### config.mk
export PLATFORM = sky130hd
export DESIGN_NAME = dmem_dma
export DESIGN_NICKNAME = d
export VERILOG_FILES = /design/src/rtl/dmem_dma_pkg.sv /design/src/rtl/dmem_dma_chk.sv /design/src/rtl/dmem_dma.sv
export SDC_FILE = /design/constraint.sdc
export NUM_CORES = 1
export LEC_CHECK = 0
export CAP_MARGIN = 25
export CORE_AREA = 2 2 140 142
export CTS_BUF_LIST = sky130_fd_sc_hd__clkbuf_8
export DETAILED_ROUTE_END_ITERATION = 7
export DIE_AREA = 0 0 142 144
export DONT_BUFFER_PORTS = 1
export PLACE_DENSITY = 0.66
export REMOVE_ABC_BUFFERS = 1
export SKIP_LAST_GASP = 1
export SYNTH_ARGS = -nofsm -noshare
export SYNTH_HDL_FRONTEND = slang
export SYNTH_SLANG_ARGS = --single-unit
export TNS_END_PERCENT = 50
### constraint.sdc
create_clock -name clk -period 3.75 [get_ports clk]
set_input_delay 0.5625 -clock clk [delete_from_list [all_inputs] [get_ports clk]]
set_output_delay 0.5625 -clock clk [all_outputs]
set_load 0.005 [all_outputs]
### src/rtl/dmem_dma_pkg.sv
// dmem_dma shared types and constants.
// FSM state enum, word size and range-check width.
package dmem_dma_pkg;

  localparam int WORD_BYTES = 4;
  localparam int RANGE_W    = 33;

  typedef enum logic [2:0] {
    ST_IDLE,
    ST_CHECK,
    ST_READ,
    ST_WRITE,
    ST_DONE
  } dma_state_t;

endpackage

### src/rtl/dmem_dma_chk.sv
// Alignment/range checker for one copy request.
// src/dst byte pointers, cnt words in; err out.
module dmem_dma_chk
  import dmem_dma_pkg::*;
#(
  parameter int WORDS = 1024,
  parameter int LEN_W = 11
) (
  input  logic [31:0]      src,
  input  logic [31:0]      dst,
  input  logic [LEN_W-1:0] cnt,
  output logic             err
);

  localparam logic [RANGE_W-1:0] LIMIT =
    RANGE_W'(WORDS * WORD_BYTES);

  logic [RANGE_W-1:0] span;
  logic [RANGE_W-1:0] src_end;
  logic [RANGE_W-1:0] dst_end;
  logic               mis;
  logic               oor;

  // 33-bit sums so a pointer near 4G cannot wrap past the check
  assign span    = RANGE_W'(cnt) * RANGE_W'(WORD_BYTES);
  assign src_end = {1'b0, src} + span;
  assign dst_end = {1'b0, dst} + span;

  assign mis = (|src[1:0]) | (|dst[1:0]);
  assign oor = (src_end > LIMIT) | (dst_end > LIMIT);
  assign err = mis | oor;

endmodule

### src/rtl/dmem_dma.sv
// Word-copy DMA initiator on the data-memory port.
// start/abort/src/dst/len in; busy/done/err/wordsDone and mem port out.
module dmem_dma
  import dmem_dma_pkg::*;
#(
  parameter int WORDS = 1024,
  parameter int LEN_W = 11
) (
  input  logic             clk,
  input  logic             rst_n,
  input  logic             start,
  input  logic             abort,
  input  logic [31:0]      srcAddr,
  input  logic [31:0]      dstAddr,
  input  logic [LEN_W-1:0] len,
  output logic             busy,
  output logic             done,
  output logic             err,
  output logic [LEN_W-1:0] wordsDone,
  output logic [31:0]      memAddr,
  output logic [31:0]      memWriteData,
  output logic             MemWrite,
  output logic             MemRead,
  input  logic [31:0]      memReadData
);

  dma_state_t       state;
  logic [31:0]      src_ptr;
  logic [31:0]      dst_ptr;
  logic [31:0]      data_reg;
  logic [LEN_W-1:0] remain;
  logic             err_reg;
  logic             chk_err;

  localparam logic [31:0] STEP = 32'(WORD_BYTES);

  dmem_dma_chk #(
    .WORDS (WORDS),
    .LEN_W (LEN_W)
  ) u_chk (
    .src (src_ptr),
    .dst (dst_ptr),
    .cnt (remain),
    .err (chk_err)
  );

  always_ff @(posedge clk or negedge rst_n) begin
    if (!rst_n) begin
      state     <= ST_IDLE;
      src_ptr   <= '0;
      dst_ptr   <= '0;
      data_reg  <= '0;
      remain    <= '0;
      err_reg   <= 1'b0;
      wordsDone <= '0;
    end else begin
      unique case (state)
        ST_IDLE: begin
          if (start) begin
            src_ptr   <= srcAddr;
            dst_ptr   <= dstAddr;
            remain    <= len;
            wordsDone <= '0;
            err_reg   <= 1'b0;
            state     <= ST_CHECK;
          end
        end
        ST_CHECK: begin
          if (chk_err) begin
            err_reg <= 1'b1;
            state   <= ST_DONE;
          end else if (remain == '0) begin
            state <= ST_DONE;
          end else begin
            state <= ST_READ;
          end
        end
        ST_READ: begin
          data_reg <= memReadData;
          src_ptr  <= src_ptr + STEP;
          if (abort) begin
            err_reg <= 1'b1;
            state   <= ST_DONE;
          end else begin
            state <= ST_WRITE;
          end
        end
        ST_WRITE: begin
          // the write in flight commits even on abort
          dst_ptr   <= dst_ptr + STEP;
          remain    <= remain - 1'b1;
          wordsDone <= wordsDone + 1'b1;
          if (abort) begin
            err_reg <= 1'b1;
            state   <= ST_DONE;
          end else if (remain == LEN_W'(1)) begin
            state <= ST_DONE;
          end else begin
            state <= ST_READ;
          end
        end
        ST_DONE: begin
          state <= ST_IDLE;
        end
        default: begin
          state <= ST_IDLE;
        end
      endcase
    end
  end

  logic rd;
  logic wr;

  assign rd       = (state == ST_READ);
  assign wr       = (state == ST_WRITE);
  assign busy     = (state != ST_IDLE);
  assign done     = (state == ST_DONE);
  assign err      = done & err_reg;
  assign MemRead  = rd;
  assign MemWrite = wr;

  always_comb begin
    memAddr      = '0;
    memWriteData = '0;
    unique case (1'b1)
      rd: begin
        memAddr = src_ptr;
      end
      wr: begin
        memAddr      = dst_ptr;
        memWriteData = data_reg;
      end
      default: begin
      end
    endcase
  end

endmodule
==> Word-level counts from Yosys, hierarchy flattened <==
Cells that the tools add are included.
{ "word_totals": {"reg_bits": 122, "latchBits": 0, "ramBits": 0, "rom_bits": 0, "input_bits": 111, "output_inout_bits": 80, "elab_cells": 60, "n_memories": 0} }
{ "classes": {"add_sub_neg": 6, "n_mul": 0, "div": 0, "n_lt_le_gt_ge": 2, "eq_ne": 8, "n_shift": 0, "mux": 21, "n_bitwise": 4, "n_reduce_logical": 12} }
{ "op_table": {"columns": ["cell", "n"], "rows": [
  ["$pmux 32 s2", 3],
  ["$mux 32", 3],
  ["$add 32x13->33", 2],
  ["$gt 33x13->1 const B", 2],
  ["$add 32x3->32 const B", 2],
  ["$pmux 11 s2", 2],
  ["$mux 11", 2],
  ["$mux 3", 6],
  ["$pmux 3 s4", 1],
  ["$add 11x1->11 const B", 1],
  ["$eq 11x1->1 const B", 1],
  ["$logic_not 11->1", 1],
  ["$sub 11x1->11 const B", 1],
  ["$eq 3x2->1 const B", 2],
  ["$reduce_bool 3->1", 2],
  ["$reduce_or 2->1", 3],
  ["$ne 2x2->1 const B", 2],
  ["$reduce_and 2->1", 2],
  ["$reduce_and 4->1", 1],
  ["$reduce_bool 2->1", 2],
  ["$eq 3x1->1 const B", 1],
  ["$eq 3x3->1 const B", 1],
  ["$logic_not 3->1", 1],
  ["$mux 1", 3],
  ["other kinds (4)", 6]
]} }

==> Logic depth before layout (Yosys ltp) <==
{ "logic_depth": {"depth_word": 6, "mapped_depth": 11, "mapped_depth_nobuf": 11} }

==> Modules after synthesis <==
A second synthesis with hierarchy kept.
{ "unflattened": {"cells_unflattened": 1120, "hier_area_um2": 9016.1} }
{ "modules_own_cells": {"columns": ["module", "instances", "cells_per_inst", "area_per_inst_um2", "seq_area_each_um2"], "rows": [
  ["dmem_dma", 1, 807, 6906.6, 3052.9],
  ["dmem_dma_chk", 1, 313, 2109.5, 0.0]
]} }

==> Worst setup path after synthesis <==
Ideal clock, no wire load.
{ "synth_path": {"kind": "register -> register", "startpoint": "reg src_ptr[2]", "endpoint": "reg err_reg", "setup_ns": 0.127, "arrival_ns": 3.015, "required_ns": 3.623, "slack_ns": 0.609, "stages_incl_launch_ff": 12, "n_path_buf": 0, "synth_period_minus_slack_ns": 3.141, "cell_sequence": "dfrtp_1 ha_1 fa_1 nor4_1 o21ai_1 nor4_1 nand4_1 or4_4 a2111oi_4 nand4_1 nor3_2 o21ai_1"} }
{ "synth_between": {"elab_chain_len": 6} }
{ "synth_lines": {"columns": ["element", "line", "source"], "rows": [
  ["from (decl)", "dmem_dma.sv:28", "logic [31:0] src_ptr;"],
  ["from (signal assigned)", "dmem_dma.sv:60", "src_ptr <= srcAddr;"],
  ["from (signal assigned)", "dmem_dma.sv:80", "src_ptr <= src_ptr + STEP;"],
  ["$add 32x13->33", "dmem_dma_chk.sv:26", "assign src_end = {1'b0, src} + span;"],
  ["$gt 33x13->1", "dmem_dma_chk.sv:30", "assign oor = (src_end > LIMIT) | (dst_end > LIMIT);"],
  ["$or 1x1->1", "dmem_dma_chk.sv:30", null],
  ["$or 1x1->1", "dmem_dma_chk.sv:31", "assign err = mis | oor;"],
  ["$ne 2x2->1 (no line)", null, null],
  ["$reduce_and 4->1 (no line)", null, null],
  ["to (signal assigned)", "dmem_dma.sv:54", "err_reg <= 1'b0;"],
  ["to (signal assigned)", "dmem_dma.sv:64", "err_reg <= 1'b0;"],
  ["to (signal assigned)", "dmem_dma.sv:70", "err_reg <= 1'b1;"],
  ["to (decl)", "dmem_dma.sv:32", "logic err_reg;"]
]} }
Every way passes these cells.
A chain may end at the register's enable or synchronous reset.

==> Worst setup path in the final report <==
{ "layout_path": {"startpoint": "reg remain[0]", "endpoint": "reg state[1]"} }
{ "layout_between": {"elab_chain_len": 6, "elab_cells_between_ends": 13, "cone_classes": "add/sub: 2; order compare: 2; eq/ne: 1; mux: 5; bitwise: 2; reduce/logical: 1"} }
{ "layout_lines": {"columns": ["element", "line", "source"], "rows": [
  ["from (decl)", "dmem_dma.sv:31", "logic [LEN_W-1:0] remain;"],
  ["from (signal assigned)", "dmem_dma.sv:62", "remain <= len;"],
  ["from (signal assigned)", "dmem_dma.sv:91", "remain <= remain - 1'b1;"],
  ["$add 32x13->33 (on tied branches)", "dmem_dma_chk.sv:26, dmem_dma_chk.sv:27", null],
  ["$gt 33x13->1", "dmem_dma_chk.sv:30", null],
  ["$or 1x1->1", "dmem_dma_chk.sv:30", null],
  ["$or 1x1->1", "dmem_dma_chk.sv:31", null],
  ["$mux 3", "dmem_dma.sv:69", "if (chk_err) begin"],
  ["$pmux 3 s4 (*)", "dmem_dma.sv:57", "unique case (state)"],
  ["to (signal assigned)", "dmem_dma.sv:71", "state <= ST_DONE;"],
  ["to (signal assigned)", "dmem_dma.sv:73", "state <= ST_DONE;"],
  ["to (signal assigned)", "dmem_dma.sv:75", "state <= ST_READ;"],
  ["to (decl)", "dmem_dma.sv:27", "dma_state_t state;"]
]} }
Mark *: on every way between the ends. The rest lies on a longest branch, timed or not.

==> impl_summary.txt <==
----------------------------------------------------
[Timing]
  Transition time of the tightest slew-check pin ... 1.05 ns
  Final hold violation count ... 0
  Setup repair after global routing missed its margin ... no
  Final worst path period share ... 93.1%
  Maximum operating frequency ... 287 MHz
  Max_slew headroom ... 29.8%
  Largest clock skew in the final design ... 0.0141 ns
  Worst hold-check slack ... 0.0111 ns
  Time the final worst path needs with I/O delays and setup ... 3.49 ns
  Max-slew violation count ... 0
  Count of final setup violators ... 0

[Cells and area]
  Growth of design area from synthesis to finish ... 6.37%
  Final cell utilization of the core ... 50.1%
  Share of final-layout standard cells stronger than drive strength 1 ... 8.10%
  Net count reported at finish ... 1288
  Ant diodes ... 0

[Clock tree]
  CTS clk-pin slew, worst paths ... 0.09 ns
  Clock latency reported for the late side of the worst-skew pair ... 0.46 ns
  Bufs on Longest Clock Path ... 2
  Post-CTS setup buffers ... 0
  Clock buffer count from CTS ... 17
  CTS tree ... yes
  CTS H-tree lvls ... 4
  CTS root buf ... clkbuf_8
  Number of sinks handled by clock tree synthesis ... 122

[Route]
  Post-detailed-route count of antenna-violating nets ... 0
  Iteration-0 DRC count of the detailed router ... 961
  # DRC ... 0
  Vias per cell ... 6.51
  Pre-antenna DRT Iters ... 5
  Average wire length per cell after detail routing ... 21.7 µm
  Wire length reported by the detailed router ... 30300 µm
  Total via count in the routed design ... 9114

[Synthesis]
  Synth Warn # ... 0
  Mean area per synthesized cell ... 7.59 µm²
  Number of unique standard cell types used by synthesis ... 72
  Post-synth top area share ... 34.0%
  Number of synthesized register bits ... 122
  Cell count after synthesis ... 1185
  Top cell type by total area after synthesis ... dfrtp_1
  Fraction of registers with async set or reset after synthesis ... 100%
  Post-Synthesis Cell Area ... 8990 µm²
  Largest cells by area after synthesis ... dfrtp_1, nand2_1, nor2_1, a21oi_1, o21ai_0
  Most used flip-flop cell after synthesis ... dfrtp_1
  Number of enable flip-flop cells after synthesis ... 0
  Post-synthesis sequential area ratio ... 34.0%

[Setup path]
  Endpoint kind of the worst setup timing path ... flop
  Reg2reg path depth ... 10
  Startpoint types ... flop
  Worst setup path category ... reg -> reg
  Data arrival, critical path ... 3.89 ns
  CP peak stage delay ... 0.49 ns
  Minimum setup slack among reg-to-reg paths ... 0.26 ns
  Slowest CP cell ... or4_1
  Top fanout value on the critical path ... 6
  Required arrival time at the worst endpoint ... 4.15 ns
  Startpoint of the lowest-slack register-to-register path ... remain[0]$_DFFE_PN0P_
  Cells along the critical path ... ha_1, fa_1, a211oi_2, o21ai_1, xor2_1, or4_1, nor4_1, o2111ai_1, nor3_4, a21bo_1
  Worst reg2reg path endpoint ... state[1]$_DFFE_PN0P_

[Power]
  Design internal power ... 2.85 mW
  Seq pwr share ... 36.5%
  Worst voltage drop across the vdd grid ... 0.242 mV
  Pwr/cell area ... 558 nW/µm²
  Static leakage ... 3.90 nW
  Clock network fraction of total power ... 20.8%
  Switching power share of the total ... 46.7%
  Net Sw Power ... 2.49 mW
  Share of power burned in combinational logic ... 42.7%

[Run status]
  Result of the run ... completed

[Die]
  Chip Height ... 144 µm
  Initial cell density of the core ... 47.1%
  CORE AREA ... 19100 µm²
  Horizontal extent of the die ... 142 µm
  Top-Level Pins ... 191
  Standard-cell row count ... 51
  Die footprint ... 20400 µm²

[GRT]
  First-pass GRT wire length ... 47300 µm
  Number of antenna violations at the first check in global routing ... 0
  Maximum number of pins on one net before global-route repair ... 123
  Remaining Overflow, GRT ... 0
  Number of global-route vias before repair ... 8454
  Aggregate global-route resource usage ... 29.5%

[Worst hold path]
  Hold WC Path Type ... in -> async

[Placed design]
  Placer Congestion ... 0.951
  Port Buf Inserts ... 0
  HPWL Detailed ... 22000 µm

[Flow run]
  Max-cap viol count ... 0

----------------------------------------------------
[critical path: cells and delay by family (launching register included)]
kind | cells | cell delay [ns]
AO/OA/AOI/OAI | 4 | 0.93
AND/OR/NAND/NOR | 3 | 1.18
adder cells (fa/ha/maj) | 2 | 0.67
XOR/XNOR | 1 | 0.17
flip-flops | 1 | 0.46
[timing repair]
item	in CTS	in global routing
setup endpoints to repair	0	3
endpoints found under the hold margin	122	0
hold buffers	1	0
resized for setup	0	3
[cell families after synthesis]
family,Yosys count,synth area share (%)
AND/OR/NAND/NOR,562,29.4
AO/OA/AOI/OAI,333,24.7
adder cells (fa/ha/maj),29,4.20
flip-flops,122,34.0
buffers and inverters,113,4.98
multiplexers,11,1.24
XOR/XNOR,15,1.46
[stage by stage]
| stage | cell area, µm² | power (mW) | TNS [ns] | cells | worst slack [ns] |
|---|---|---|---|---|---|
| final | 9560 | 5.34 | 0 | 1399 | 0.260 |
| after global routing | 9560 | 5.69 | 0 | 1399 | 0.0162 |
| after CTS | 9540 | 5.29 | 0 | 1399 | 0.131 |
| after detailed placement | 9160 | 4.14 | 0 | 1366 | 0.161 |
| after global placement | 9160 | 4.14 | 0 | 1366 | 0.272 |
| after floorplan | 8650 | 3.42 | -51.01 | 1101 | -1.17 |
[worst max path at each step]
stage                                        end  depth (start not counted)  slack [ns]              startpoint
final                       state[1]$_DFFE_PN0P_                         10        0.26   remain[0]$_DFFE_PN0P_
after CTS                   state[1]$_DFFE_PN0P_                         11        0.13  src_ptr[2]$_DFFE_PN0P_
after global placement       err_reg$_DFFE_PN0P_                         11        0.27  src_ptr[2]$_DFFE_PN0P_
after detailed placement    state[1]$_DFFE_PN0P_                         11        0.16  src_ptr[2]$_DFFE_PN0P_
after global routing        state[1]$_DFFE_PN0P_                         11        0.02   remain[0]$_DFFE_PN0P_
after floorplan           src_ptr[9]$_DFFE_PN0P_                          5       -1.17    state[0]$_DFFE_PN0P_
[Yosys cell counts, types with 7 or more instances]
cell,number
nor4_1,17
nor3_1,23
nand3_1,48
nor2_1,120
dfrtp_1,122
o221a_2,11
inv_1,27
buf_2,7
xor2_1,7
ha_1,27
a21o_1,10
clkbuf_1,71
mux2i_1,10
or3_1,7
nand2_1,214
a311oi_1,12
nand4_1,39
and4_1,8
o31ai_1,9
a31oi_1,9
o21ai_0,79
a21oi_1,88
o211ai_1,10
a22o_1,15
o22ai_1,16
a211oi_1,15
xnor2_1,8
and3_1,47
[layer usage]
metal | global-route usage [%] | wire length, µm
met1 | 41.6 | 13300
met2 | 45.6 | 13500
met3 | 6.69 | 2920
met4 | 8.42 | 562
met5 | 0 | 0
[final cells by class]
type	instances	area [µm²]
Fill cell	1906	9520
Multi-Input combinational cell	950	5520
Sequential cell	122	3050
Tap cell	238	298
Clock buffer	17	234
Timing Repair Buffer	28	230
Clock inverter	15	119
Inverter	29	109
[power by group through the flow]
stage                     logic (mW)  clock network [mW]  registers, mW
after floorplan                 1.58                   0           1.84
after global placement          2.20                   0           1.94
after detailed placement        2.19                   0           1.95
after CTS                       2.23                1.13           1.93
after global routing            2.52                1.18           1.98
final                           2.28                1.11           1.95
[placed cells by master (no fill, tap or decap), types with 6 or more instances in the layout]
cell type  instances
or3_1              7
a311oi_1          12
o221a_2           11
a21o_1            10
o211ai_1          10
inv_1             28
or4_1              6
nor2_1           120
o21ai_0           79
buf_4             27
a22o_1            15
o22ai_1           16
nand3_1           48
dfrtp_1          122
a21oi_1           88
a211oi_1          15
nor3_1            23
nand4_1           39
xor2_1             7
nor4_1            15
clkbuf_8          17
mux2i_1           10
o31ai_1            9
a31oi_1            9
nand2_1          213
and3_1            47
and4_1             8
xnor2_1            8
ha_1              27
(Power assumes the default switching activity.)
